<file path="src/rtl/mult4_seq_pkg.sv">
// Shared definitions for the sequential 4x4 shift-and-add multiplier.
package mult4_seq_pkg;
  typedef enum logic [1:0] {
    MS_IDLE = 2'd0,
    MS_RUN  = 2'd1,
    MS_DONE = 2'd2
  } ms_state_e;

  localparam int         MS_STEPS = 4;
  localparam logic [1:0] MS_LAST  = 2'(MS_STEPS - 1);
endpackage

</file>
<file path="src/rtl/mult4_seq_if.sv">
// Start/busy/done handshake and operand/product bus for mult4_seq.
interface mult4_seq_if;
  logic       start;
  logic [3:0] a;
  logic [3:0] b;
  logic       busy;
  logic       done;
  logic [7:0] axb;

  modport master (output start, a, b, input  busy, done, axb);
  modport slave  (input  start, a, b, output busy, done, axb);
endinterface

</file>
<file path="src/rtl/mult4_seq_adder4.sv">
// 4-bit unsigned adder with carry out; the single step datapath of mult4_seq.
module adder4 (
  input  logic [3:0] x,
  input  logic [3:0] y,
  output logic [3:0] s,
  output logic       co
);
  assign {co, s} = {1'b0, x} + {1'b0, y};
endmodule

</file>
<file path="src/rtl/mult4_seq.sv">
// Sequential 4x4 unsigned multiplier: one adder4 reused over four RUN cycles.
module mult4_seq
  import mult4_seq_pkg::*;
(
  input  logic      clk,
  input  logic      rst_n,
  mult4_seq_if.slave bus
);
  ms_state_e  state, state_nxt;
  logic       load, step;
  logic [3:0] a_r, hi, lo, addend, sum;
  logic [1:0] cnt;
  logic       carry;
  logic [7:0] axb_r, prod_nxt;

  always_ff @(posedge clk or negedge rst_n)
    if (!rst_n) state <= MS_IDLE;
    else        state <= state_nxt;

  always_comb begin
    state_nxt = state;
    load      = 1'b0;
    step      = 1'b0;
    case (state)
      MS_IDLE: if (bus.start) begin load = 1'b1; state_nxt = MS_RUN; end
      MS_RUN: begin
        step = 1'b1;
        if (cnt == MS_LAST) state_nxt = MS_DONE;
      end
      // DONE always leaves after one cycle; a new start chains straight into RUN
      MS_DONE: begin
        if (bus.start) begin load = 1'b1; state_nxt = MS_RUN; end
        else state_nxt = MS_IDLE;
      end
      default: state_nxt = MS_IDLE;
    endcase
  end

  assign addend = lo[0] ? a_r : 4'b0;

  adder4 u_add (.x(hi), .y(addend), .s(sum), .co(carry));

  // carry becomes the new MSB, so the 8-bit {hi,lo} never loses a bit
  assign prod_nxt = {carry, sum, lo[3:1]};

  always_ff @(posedge clk or negedge rst_n)
    if (!rst_n) begin
      a_r   <= '0;
      hi    <= '0;
      lo    <= '0;
      cnt   <= '0;
      axb_r <= '0;
    end else if (load) begin
      a_r <= bus.a;
      hi  <= '0;
      lo  <= bus.b;
      cnt <= '0;
    end else if (step) begin
      {hi, lo} <= prod_nxt;
      cnt      <= cnt + 2'd1;
      if (cnt == MS_LAST) axb_r <= prod_nxt;
    end

  assign bus.busy = (state == MS_RUN);
  assign bus.done = (state == MS_DONE);
  assign bus.axb  = axb_r;
endmodule

</file>
<file path="src/flat_wrapper.sv">
// flat-port wrapper written by rule: the top's interface ports become plain ports
module mult4_seq_flat import mult4_seq_pkg::*;
  (clk, rst_n, bus_start, bus_a, bus_b, bus_busy, bus_done, bus_axb);
  mult4_seq_if bus_i ();
  input  logic clk;
  input  logic rst_n;
  input wire logic [$bits(bus_i.start)-1:0] bus_start;
  input wire logic [$bits(bus_i.a)-1:0] bus_a;
  input wire logic [$bits(bus_i.b)-1:0] bus_b;
  output wire logic [$bits(bus_i.busy)-1:0] bus_busy;
  output wire logic [$bits(bus_i.done)-1:0] bus_done;
  output wire logic [$bits(bus_i.axb)-1:0] bus_axb;
  assign bus_i.start = bus_start;
  assign bus_i.a = bus_a;
  assign bus_i.b = bus_b;
  assign bus_busy = bus_i.busy;
  assign bus_done = bus_i.done;
  assign bus_axb = bus_i.axb;
  mult4_seq u_core (.clk(clk), .rst_n(rst_n), .bus(bus_i));
endmodule
</file>
<file path="config.mk">
export PLATFORM = sky130hd
export DESIGN_NAME = mult4_seq_flat
export DESIGN_NICKNAME = d
export VERILOG_FILES = /design/src/rtl/mult4_seq_pkg.sv /design/src/rtl/mult4_seq_if.sv /design/src/rtl/mult4_seq_adder4.sv /design/src/rtl/mult4_seq.sv /design/src/flat_wrapper.sv
export SDC_FILE = /design/constraint.sdc
export NUM_CORES = 1
export LEC_CHECK = 0
export ABC_AREA = 1
export BUFFER_PORTS_ARGS = -buffer_cell sky130_fd_sc_hd__buf_2
export CAP_MARGIN = 20
export CORE_MARGIN = 2
export CORE_UTILIZATION = 33
export DETAILED_ROUTE_END_ITERATION = 8
export REMOVE_ABC_BUFFERS = 1
export SLEW_MARGIN = 20
export SYNTH_ARGS = -nofsm -noshare
export SYNTH_HDL_FRONTEND = slang
export SYNTH_SLANG_ARGS = --single-unit
</file>
<file path="constraint.sdc">
create_clock -name clk -period 3.4 [get_ports clk]
set_input_delay 0.68 -clock clk [delete_from_list [all_inputs] [get_ports clk]]
set_output_delay 0.68 -clock clk [all_outputs]
set_load 0.01 [all_outputs]
</file>
==> reports/results.txt <==
Post-Syn Instances - 130
Rows - 21
Initial antenna violation count - 0
Slew Limit Fails - 0
Leak pwr - 0.000776 µW
Slew @ Worst Pin - 0.523 ns
Port bufs - 20
Final nets - 171
FF-to-FF End - u_core.bus.axb[7]$_DFFE_PN0P_
Final Non-Filler Cells - 199
Worst-path clk slew - 0.12 ns
RSZ-0062 raised after global routing - false
CTS Sinks - 24
Num ports - 21
Fin. Hold Viols - 0
Reg2Reg Depth - 8
R2r startpoint - u_core.lo[0]$_DFFE_PN0P_
Number of H-tree levels - 1
Critical path class - register to output port
Dominant cell type by area after synthesis - dfrtp_1
CTS tree - done
Simple-gate share of the synthesized area - 0.264
N_diodes - 0
Fmax - 551 MHz
Synth Area in Adders - 0.0715
Reg-to-reg setup timing slack - 1.83 ns
Sequential area share after synthesis - 0.520
Die X - 63.2 µm
Worst Setup End Kind - output port
Pin count of the biggest net entering global routing - 25
Total grt overflow - 0
PwrDens - 864 mW/mm²
Commonest non-fill, non-tap cell in the layout - nand2_1
WL per Instance - 10.8 µm
Share of cells above drive strength 1 - 0.235
Hold Path Class - input pin to asynchronous set/reset pin
# fillers - 351
GRT Total Usage - 0.123
Pwr Total - 1160 µW
Vias/cell - 4.30
Worst Path Arrival - 1.14 ns
RD Place Congestion - 0.914
Cell variety after synth - 19
Hold buffer count at cts - 0
Final worst path period need - 1.82 ns
Clk Latency, worst-skew pair - 0.30 ns
Number of routed nets with antenna violations - 0
Yosys top cell area share - 0.520
Final Setup Violations - 0
Mux contribution to synthesized area - 0
CTS Buffer Depth - 2
Most frequent cells in the layout - nand2_1 (53), dfrtp_1 (24), buf_2 (20), inv_1 (13), nand3_1 (6)
Clock skew - 0.00173 ns
Post-synthesis instance area - 0.00115 mm²
First-pass GRT wire length - 3.81 mm
Fin crit share - 0.534
Maximum VDD drop - 0.383 mV
Core ar. - 0.00334 mm²
Height of the die - 63.2 µm
#FFs+latches synth - 24
DP HPWL - 1.63 mm
Number of global-route vias before repair - 877
Mean post-synth cell area - 8.88 µm²
Core Util, Final - 0.401
Max-cap viol count - 0
CTS Buf Count - 3
Rel. slew slack - 0.652
Critical Path Fanout Max - 9
# DRC - 0
Root Buffer - clkbuf_4
Initial core utilization - 0.346
Area contributors post-synth - dfrtp_1 (52%), nand2_1 (17%), ha_1 (5.4%)
Die area - 0.00399 mm²
Synthesis-to-finish area growth - 15.8%
Placed Instances - 195
DR pass1 iterations - 4
CP required - 2.72 ns
Final setup TNS - 0 ns
Initial DRC count - 46
Startpoint Class - register
Compound-gate portion of the synthesized area - 0.0693
Post-CTS Setup Inserts - 0
Via count - 855
Post_cts resized - 0
Synth Area in XOR/XNOR - 0.00758
Synth warn - 0
Status - complete, no violations
Routed WL - 2.14 mm
Largest family of logic cells by synthesized area - simple AND/OR/NAND/NOR gates
==> where the power goes <==
group | internal (µW) | switching [µW]
combinational | 193 | 335
sequential | 406 | 75.3
clock | 65.3 | 80.2
total | 665 | 490
==> logic make-up (layout without fill, tap and decap cells) <==
logic type | count (synthesis) | count (layout)
DFF | 24 | 24
xor gates and xnor gates | 1 | 1
adders and majority gates | 6 | 6
and+or+nand+nor | 70 | 70
buffers and inverters | 17 | 40
AOI/OAI and AO/OA | 12 | 12
==> Yosys cell counts (all sizes together) <==
cell,instances
o211ai,3
o22ai,1
clkinv,1
a21oi,3
xor2,1
ha,5
dfrtp,24
buf,1
nor2,5
nand3,6
fa,1
inv,15
o21ai,5
nand2,59
==> layout make-up <==
| type | instances | area (µm²) | area share |
|---|---|---|---|
| inverters | 16 | 66.3 | 0.0496 |
| well taps | 46 | 57.6 | 0.0430 |
| multi-input cells | 89 | 477 | 0.356 |
| repair buffers | 20 | 100 | 0.0748 |
| clock buffers | 4 | 36.3 | 0.0271 |
| flip-flops and latches | 24 | 601 | 0.449 |
==> layer usage <==
metal | vias to the layer above | share of wire | wire length [µm] | global-route usage
met2 | 21 | 0.48 | 1030 | 0.193
met4 | 0 | 0.0075 | 16 | 0.0500
li1 | 452 | - | - | -
met5 | - | 0 | 0 | 0
met3 | 2 | 0.042 | 91 | 0.0393
met1 | 380 | 0.47 | 1010 | 0.156
==> critical path, stage by stage (launching register included) <==
cell and delay [ns]:
dfrtp_1 0.38, inv_1 0.10, nand2_4 0.11, inv_6 0.11, buf_2 0.13
==> metrics by stage <==
| stage | worst slack, ns | instance area (µm²) | hold WS (ns) |
|---|---|---|---|
| final | 1.58 | 1340 | 0.329 |
| after detailed placement | 1.88 | 1300 | 0.460 |
| after global placement | 1.90 | 1300 | 0.451 |
| after global routing | 1.47 | 1340 | 0.333 |
| after floorplan | 1.95 | 1140 | 0.384 |
| after CTS | 1.56 | 1340 | 0.334 |
==> worst max path at each step <==
stage	from	end	cells after the start	slack, ns
after floorplan	u_core.lo[0]$_DFFE_PN0P_	u_core.bus.axb[5]$_DFFE_PN0P_	7	1.95
after global placement	u_core.lo[0]$_DFFE_PN0P_	u_core.bus.axb[5]$_DFFE_PN0P_	7	1.90
after detailed placement	u_core.lo[0]$_DFFE_PN0P_	u_core.bus.axb[5]$_DFFE_PN0P_	7	1.88
after CTS	u_core.state[1]$_DFFE_PN0P_	bus_busy	4	1.56
after global routing	u_core.state[1]$_DFFE_PN0P_	bus_busy	4	1.47
final	u_core.state[1]$_DFFE_PN0P_	bus_busy	4	1.58
==> state kept, by name (all words and copies together), names as in the netlist <==
name	cells
u_core.state	2
u_core.bus.axb	8
u_core.lo	4
u_core.hi	4
u_core.cnt	2
u_core.a_r	4
(Power assumes the default switching activity.)
